### config.mk
export PLATFORM = sky130hd
export DESIGN_NAME = mul_rr_sched_flat
export DESIGN_NICKNAME = d
export VERILOG_FILES = /design/src/rtl/mul_rr_sched_if.sv /design/src/rtl/mul_rr_sched.sv /design/src/flat_wrapper.sv
export SDC_FILE = /design/constraint.sdc
export NUM_CORES = 1
export LEC_CHECK = 0
export ABC_CLOCK_PERIOD_IN_PS = 4300
export BUFFER_PORTS_ARGS = -buffer_cell sky130_fd_sc_hd__buf_2
export CORE_UTILIZATION = 27
export CTS_BUF_LIST = sky130_fd_sc_hd__clkbuf_8 sky130_fd_sc_hd__clkbuf_16
export CTS_CLUSTER_DIAMETER = 50
export DETAILED_ROUTE_END_ITERATION = 6
export PLACE_DENSITY = 0.67
export SLEW_MARGIN = 10
export SYNTH_ARGS = -nofsm -noshare
export SYNTH_HDL_FRONTEND = slang
export SYNTH_SLANG_ARGS = --single-unit
### constraint.sdc
create_clock -name clk -period 4.3 [get_ports clk]
set_clock_uncertainty 0.2 [all_clocks]
set_input_delay 1.075 -clock clk [delete_from_list [all_inputs] [get_ports clk]]
set_output_delay 1.075 -clock clk [all_outputs]
set_load 0.01 [all_outputs]
### src/rtl/mul_rr_sched_if.sv
// Bundle between the clients, the round-robin multiplier scheduler and the shared datapath.
// The master modport is the scheduler's view; the slave modport is the environment's view.
interface mul_rr_sched_if #(
  parameter int NREQ  = 4,
  parameter int WIDTH = 16
);
  logic [NREQ-1:0]       req;
  logic [NREQ*WIDTH-1:0] a_in;
  logic [NREQ*WIDTH-1:0] b_in;
  logic [NREQ-1:0]       gnt;
  logic [NREQ-1:0]       done;
  logic [WIDTH-1:0]      result;
  logic [WIDTH-1:0]      data_in;
  logic                  ldA;
  logic                  ldB;
  logic                  ldP;
  logic                  clrP;
  logic                  decB;
  logic                  eqz;
  logic [WIDTH-1:0]      prod;

  modport master (
    input  req, a_in, b_in, eqz, prod,
    output gnt, done, result, data_in, ldA, ldB, ldP, clrP, decB
  );

  modport slave (
    output req, a_in, b_in, eqz, prod,
    input  gnt, done, result, data_in, ldA, ldB, ldP, clrP, decB
  );
endinterface

### src/rtl/mul_rr_sched.sv
// Round-robin scheduler/sequencer sharing one repeated-addition multiplier datapath.
// Optional macro MUL_OPSWAP_EN: load the larger operand into A so RUN lasts min(A,B)+1 cycles.
module mul_rr_sched #(
  parameter int NREQ  = 4,
  parameter int WIDTH = 16
) (
  input  logic          clk,
  input  logic          rst_n,
  mul_rr_sched_if.master bus
);
  localparam int IW = (NREQ > 1) ? $clog2(NREQ) : 1;
  localparam logic [NREQ-1:0] ONE_HOT0 = {{(NREQ-1){1'b0}}, 1'b1};

  typedef enum logic [2:0] {
    S_IDLE = 3'd0,
    S_LDA  = 3'd1,
    S_LDB  = 3'd2,
    S_RUN  = 3'd3,
    S_DONE = 3'd4
  } state_t;

  state_t           r_state;
  logic [NREQ-1:0]  r_gnt;
  logic [NREQ-1:0]  r_done;
  logic [WIDTH-1:0] r_result;
  logic [WIDTH-1:0] r_data;
  logic             r_ldA;
  logic             r_ldB;
  logic             r_clrP;
  logic [IW-1:0]    r_idx;
  logic [IW-1:0]    r_last;

  logic [IW-1:0]    w_win_idx;
  logic [IW-1:0]    w_cand;
  logic             w_win_vld;
  logic [IW-1:0]    w_sel_idx;
  logic [WIDTH-1:0] w_a_arr [NREQ];
  logic [WIDTH-1:0] w_b_arr [NREQ];
  logic [WIDTH-1:0] w_a;
  logic [WIDTH-1:0] w_b;
  logic [WIDTH-1:0] w_first;
  logic [WIDTH-1:0] w_second;

  for (genvar g = 0; g < NREQ; g++) begin : g_unpack
    assign w_a_arr[g] = bus.a_in[g*WIDTH +: WIDTH];
    assign w_b_arr[g] = bus.b_in[g*WIDTH +: WIDTH];
  end

  // Scan downward so the nearest set bit after r_last is the one left standing.
  always_comb begin
    w_win_idx = r_last;
    w_cand    = '0;
    for (int i = NREQ; i >= 1; i--) begin
      w_cand    = IW'((int'(r_last) + i) % NREQ);
      w_win_idx = bus.req[w_cand] ? w_cand : w_win_idx;
    end
  end

  assign w_win_vld = |bus.req;
  assign w_sel_idx = (r_state == S_IDLE) ? w_win_idx : r_idx;
  assign w_a       = w_a_arr[w_sel_idx];
  assign w_b       = w_b_arr[w_sel_idx];

`ifdef MUL_OPSWAP_EN
  assign w_first  = (w_a >= w_b) ? w_a : w_b;
  assign w_second = (w_a >= w_b) ? w_b : w_a;
`else
  assign w_first  = w_a;
  assign w_second = w_b;
`endif

  // Sequencer FSM with registered grant, done, result, operand bus and load strobes.
  always_ff @(posedge clk or negedge rst_n) begin
    if (!rst_n) begin
      r_state  <= S_IDLE;
      r_gnt    <= '0;
      r_done   <= '0;
      r_result <= '0;
      r_data   <= '0;
      r_ldA    <= 1'b0;
      r_ldB    <= 1'b0;
      r_clrP   <= 1'b0;
      r_idx    <= '0;
      r_last   <= IW'(NREQ - 1);
    end else begin
      case (r_state)
        S_IDLE: begin
          if (w_win_vld) begin
            r_gnt   <= ONE_HOT0 << w_win_idx;
            r_idx   <= w_win_idx;
            r_data  <= w_first;
            r_ldA   <= 1'b1;
            r_state <= S_LDA;
          end
        end
        S_LDA: begin
          r_ldA   <= 1'b0;
          r_ldB   <= 1'b1;
          r_clrP  <= 1'b1;
          r_data  <= w_second;
          r_state <= S_LDB;
        end
        S_LDB: begin
          r_ldB   <= 1'b0;
          r_clrP  <= 1'b0;
          r_data  <= '0;
          r_state <= S_RUN;
        end
        S_RUN: begin
          if (bus.eqz) begin
            r_result <= bus.prod;
            r_done   <= ONE_HOT0 << r_idx;
            r_state  <= S_DONE;
          end
        end
        S_DONE: begin
          r_done  <= '0;
          r_gnt   <= '0;
          r_last  <= r_idx;
          r_state <= S_IDLE;
        end
        default: begin
          r_state <= S_IDLE;
          r_gnt   <= '0;
          r_done  <= '0;
          r_data  <= '0;
          r_ldA   <= 1'b0;
          r_ldB   <= 1'b0;
          r_clrP  <= 1'b0;
        end
      endcase
    end
  end

  assign bus.gnt     = r_gnt;
  assign bus.done    = r_done;
  assign bus.result  = r_result;
  assign bus.data_in = r_data;
  assign bus.ldA     = r_ldA;
  assign bus.ldB     = r_ldB;
  assign bus.clrP    = r_clrP;
  // Add/decrement follow eqz directly so the final RUN cycle adds nothing.
  assign bus.ldP     = (r_state == S_RUN) & ~bus.eqz;
  assign bus.decB    = (r_state == S_RUN) & ~bus.eqz;
endmodule
### src/flat_wrapper.sv
// flat-port wrapper written by rule: the top's interface ports become plain ports
module mul_rr_sched_flat 
#(
  parameter int NREQ  = 4,
  parameter int WIDTH = 16
)
  (clk, rst_n, bus_req, bus_a_in, bus_b_in, bus_eqz, bus_prod, bus_gnt, bus_done, bus_result, bus_data_in, bus_ldA, bus_ldB, bus_ldP, bus_clrP, bus_decB);
  mul_rr_sched_if #(.NREQ(NREQ), .WIDTH(WIDTH)) bus_i ();
  input  logic clk;
  input  logic rst_n;
  input wire logic [$bits(bus_i.req)-1:0] bus_req;
  input wire logic [$bits(bus_i.a_in)-1:0] bus_a_in;
  input wire logic [$bits(bus_i.b_in)-1:0] bus_b_in;
  input wire logic [$bits(bus_i.eqz)-1:0] bus_eqz;
  input wire logic [$bits(bus_i.prod)-1:0] bus_prod;
  output wire logic [$bits(bus_i.gnt)-1:0] bus_gnt;
  output wire logic [$bits(bus_i.done)-1:0] bus_done;
  output wire logic [$bits(bus_i.result)-1:0] bus_result;
  output wire logic [$bits(bus_i.data_in)-1:0] bus_data_in;
  output wire logic [$bits(bus_i.ldA)-1:0] bus_ldA;
  output wire logic [$bits(bus_i.ldB)-1:0] bus_ldB;
  output wire logic [$bits(bus_i.ldP)-1:0] bus_ldP;
  output wire logic [$bits(bus_i.clrP)-1:0] bus_clrP;
  output wire logic [$bits(bus_i.decB)-1:0] bus_decB;
  assign bus_i.req = bus_req;
  assign bus_i.a_in = bus_a_in;
  assign bus_i.b_in = bus_b_in;
  assign bus_i.eqz = bus_eqz;
  assign bus_i.prod = bus_prod;
  assign bus_gnt = bus_i.gnt;
  assign bus_done = bus_i.done;
  assign bus_result = bus_i.result;
  assign bus_data_in = bus_i.data_in;
  assign bus_ldA = bus_i.ldA;
  assign bus_ldB = bus_i.ldB;
  assign bus_ldP = bus_i.ldP;
  assign bus_clrP = bus_i.clrP;
  assign bus_decB = bus_i.decB;
  mul_rr_sched #(.NREQ(NREQ), .WIDTH(WIDTH)) u_core (.clk(clk), .rst_n(rst_n), .bus(bus_i));
endmodule
==> results.json <==
{
  "status": "finished clean",
  "hold_viol_final": 0,
  "hold_class": "flop to flop",
  "post-place-ws_ps": 805.5,
  "io_pins": 196,
  "clockBufferDepth": 2,
  "die_w_um": 110.0,
  "die_area_um2": 12100,
  "drive_above_1_share_pct": 45.44,
  "via_per_inst": 5.151,
  "syn_nets": 500,
  "clk_latency_ps": 280,
  "start_util_pct": 27.69,
  "cts.reportedPaths.clkPinSlew_ps": 70,
  "routedWlPerCell_um": 16.82,
  "cts_tree": "built",
  "arrival_ps": 3190,
  "post_cts_buffers": 0,
  "drt-total-wl_um": 11250,
  "finalCritPeriodShare_pct": 75.18,
  "drv_cap": 0,
  "critPathTopFamily": "simple AND/OR/NAND/NOR gates",
  "core_um2": 11370,
  "worst-path-max-fanout": 13,
  "critPathMaxStageDelay_ps": 540,
  "path_cells": "buf_2, nor2b_1, o21ai_0, and3_1, buf_4, mux4_2, nand2_1, a31oi_1",
  "drt-initial-drc-count": 290,
  "cp-end-kind": "flop",
  "yosys.area_share.simple_pct": 19.67,
  "synth_edf_count": 0,
  "firstDrtPassIters": 5,
  "crit_path_start_kind": "primary input",
  "met3_usage_pct": 3.233,
  "setup_viol": 0,
  "yosysUniqueCellTypes": 38,
  "dpl.hpwl_um": 9036,
  "synth-xor-area-share_pct": 0,
  "nets": 676,
  "gp_congestion": 0.9136,
  "cpMaxStageDelayCell": "and3_1",
  "die_h_um": 110.0,
  "yosysSeqAreaShare_pct": 39.03,
  "busiest_layer": "met2",
  "ctsResizeCount": 0,
  "ctsHoldBuffers": 0,
  "syn-instance-count": 349,
  "antenna_cells": 0,
  "powerDensity_nw_per_um2": 705.0,
  "ys_ff_latch": 49,
  "synthFlopType": "dfrtp_1",
  "yosysWarningCount": 0,
  "cts-root-buf": "clkbuf_16",
  "path_buf_inv": 2,
  "antenna_found_initial": 0,
  "grt_overflow": 0,
  "htree_levels": 2,
  "avgSynthCellArea_um2": 9.020,
  "total_power_w": 0.003103,
  "synth_top_family_by_area": "compound AO/OA/AOI/OAI gates",
  "numCtsBuffers": 5,
  "hold_start": "u_core.bus.done[3]",
  "fin_crit_ps": 3233,
  "power.leakage_nw": 2.112,
  "layout_setup_ws_ps": 1067,
  "reg2reg_from": "u_core.r_state[1]",
  "slew_viol_final": 0,
  "criticalPathCategory": "primary input to flop",
  "cts_num_sinks": 49,
  "cp-startpoint": "bus_req[3]",
  "layout_commonest_cell": "buf_2",
  "fin_tns_setup_ps": 0,
  "muxShareOfSynthArea_pct": 11.92,
  "async_reset_ff_share_pct": 100.0,
  "area_growth_pct": 39.83,
  "vdd.ir_drop.worst_mv": 0.3268,
  "place.port_buffers": 195,
  "rows": 39,
  "synth_compound_area_share_pct": 23.33,
  "grt_pass1_wl_um": 16110,
  "tightest_slew_ps": 718.7,
  "place_area_um2": 4209,
  "first_global_vias": 3233,
  "grt_use_met1_pct": 23.12,
  "ant_nets": 0,
  "grt_setup_unrepaired": "no",
  "syn-cell-area_um2": 3148,
  "grt_max_degree": 50,
  "timing.fmax_mhz": 309.3,
  "met2_usage_pct": 29.51,
  "relSlewSlack_pct": 51.65,
  "synth-adder-area-share_pct": 0,
  "final_cell_area_um2": 4402,
  "r2r_slack_ps": 1320,
  "crit_required_ps": 4260,
  "grtUsageTotal_pct": 17.58,
  "final_cell_mix": "buf_2 (194), dfrtp_1 (47), nand2_1 (43)",
  "route.detailed.drc": 0,
  "fill_cells": 1140,
  "num_vias": 3446
}
[where the power goes]
part	total, W	internal, W	leakage [nW]	switching, W
Combinational	0.00174	0.000749	1.42	0.000987
Clock	0.000510	0.000333	0.0938	0.000178
Sequential	0.000857	0.000693	0.601	0.000164
[cell usage after synthesis (all sizes together) (2+ instances only)]
cell type  count  area (um^2)
nand3         30        150.1
nand2         43        161.4
o32a          15        150.1
a211oi        30        225.2
a21oi          6        30.03
clkbuf        21        78.83
a21o           2        15.01
or2            2        12.51
nor2          18        67.56
a22o           2        17.52
and3          16        100.1
inv            3        11.26
mux2i         15        150.1
nor2b          4        25.02
a22oi          2        15.01
dfrtp         47         1176
and2           2        15.02
a31oi          5        31.28
mux2          18        202.7
o21ai         18        90.09
o31ai          3        22.52
o211ai        15        112.6
buf           13        100.1
dfstp          2        52.55
nor3           5        25.02
nand2b         3        18.77
[state kept, by name (all words and copies together), names as in the netlist]
| name | cells |
|---|---|
| u_core.r_state | 3 |
| u_core.bus.result | 16 |
| u_core.bus.data_in | 16 |
| u_core.r_last | 2 |
| u_core.bus.done | 4 |
| u_core.bus.ldB | 1 |
| u_core.bus.gnt | 4 |
| u_core.r_idx | 2 |
| u_core.bus.ldA | 1 |
[per-stage QoR]
| stage | instances | util, % | hold WS, ps |
|---|---|---|---|
| 6_report | 669 | 38.71 | 281.2 |
| 5_1_grt | 669 | 38.71 | 309.6 |
| 4_1_cts | 669 | 38.69 | 285.6 |
| 3_5_place_dp | 661 | 37.02 | 270.5 |
| 3_3_place_gp | 661 | 37.02 | 273.4 |
| 2_1_floorplan | 349 | - | 270.0 |
[tightest hold or removal path, delay by kind of cell (launching register included)]
kind / cells / cell delay (ps)
AO/OA/AOI/OAI: 1 / 50
flip-flops: 1 / 350
AND/OR/NAND/NOR: 1 / 50
[routing by layer]
metal,part of all wire (%),vias up
met4,1.2,0
met3,6.9,12
li1,-,1658
met5,0,-
met2,48,130
met1,44,1646
[path summary, 6_finish.rpt]
path / end / cells after the start
min in group asynchronous: u_core.bus.result[12] / 1
max reg2reg: u_core.bus.data_in[2] / 6
min: u_core.bus.done[3] / 2
max: u_core.bus.data_in[12] / 8
min reg2reg: u_core.bus.done[3] / 2
max in group asynchronous: u_core.bus.data_in[5] / 1
[logic make-up after synthesis]
logic type	after synthesis
simple gates	129
mux	34
flops	49
buf+inv	37
compound gates	100
[cell type report]
class / count / area [um^2] / share of cell area [%]
timing repair buffer: 203 / 1039 / 23.59
multi-input combinational: 263 / 1754 / 39.85
inverter: 3 / 11.26 / 0.2558
sequential: 49 / 1229 / 27.91
clock buffer: 5 / 125.1 / 2.843
tap: 143 / 178.9 / 4.065
clock inverter: 3 / 65.06 / 1.478
No activity file was read; power rests on OpenSTA's default activity.
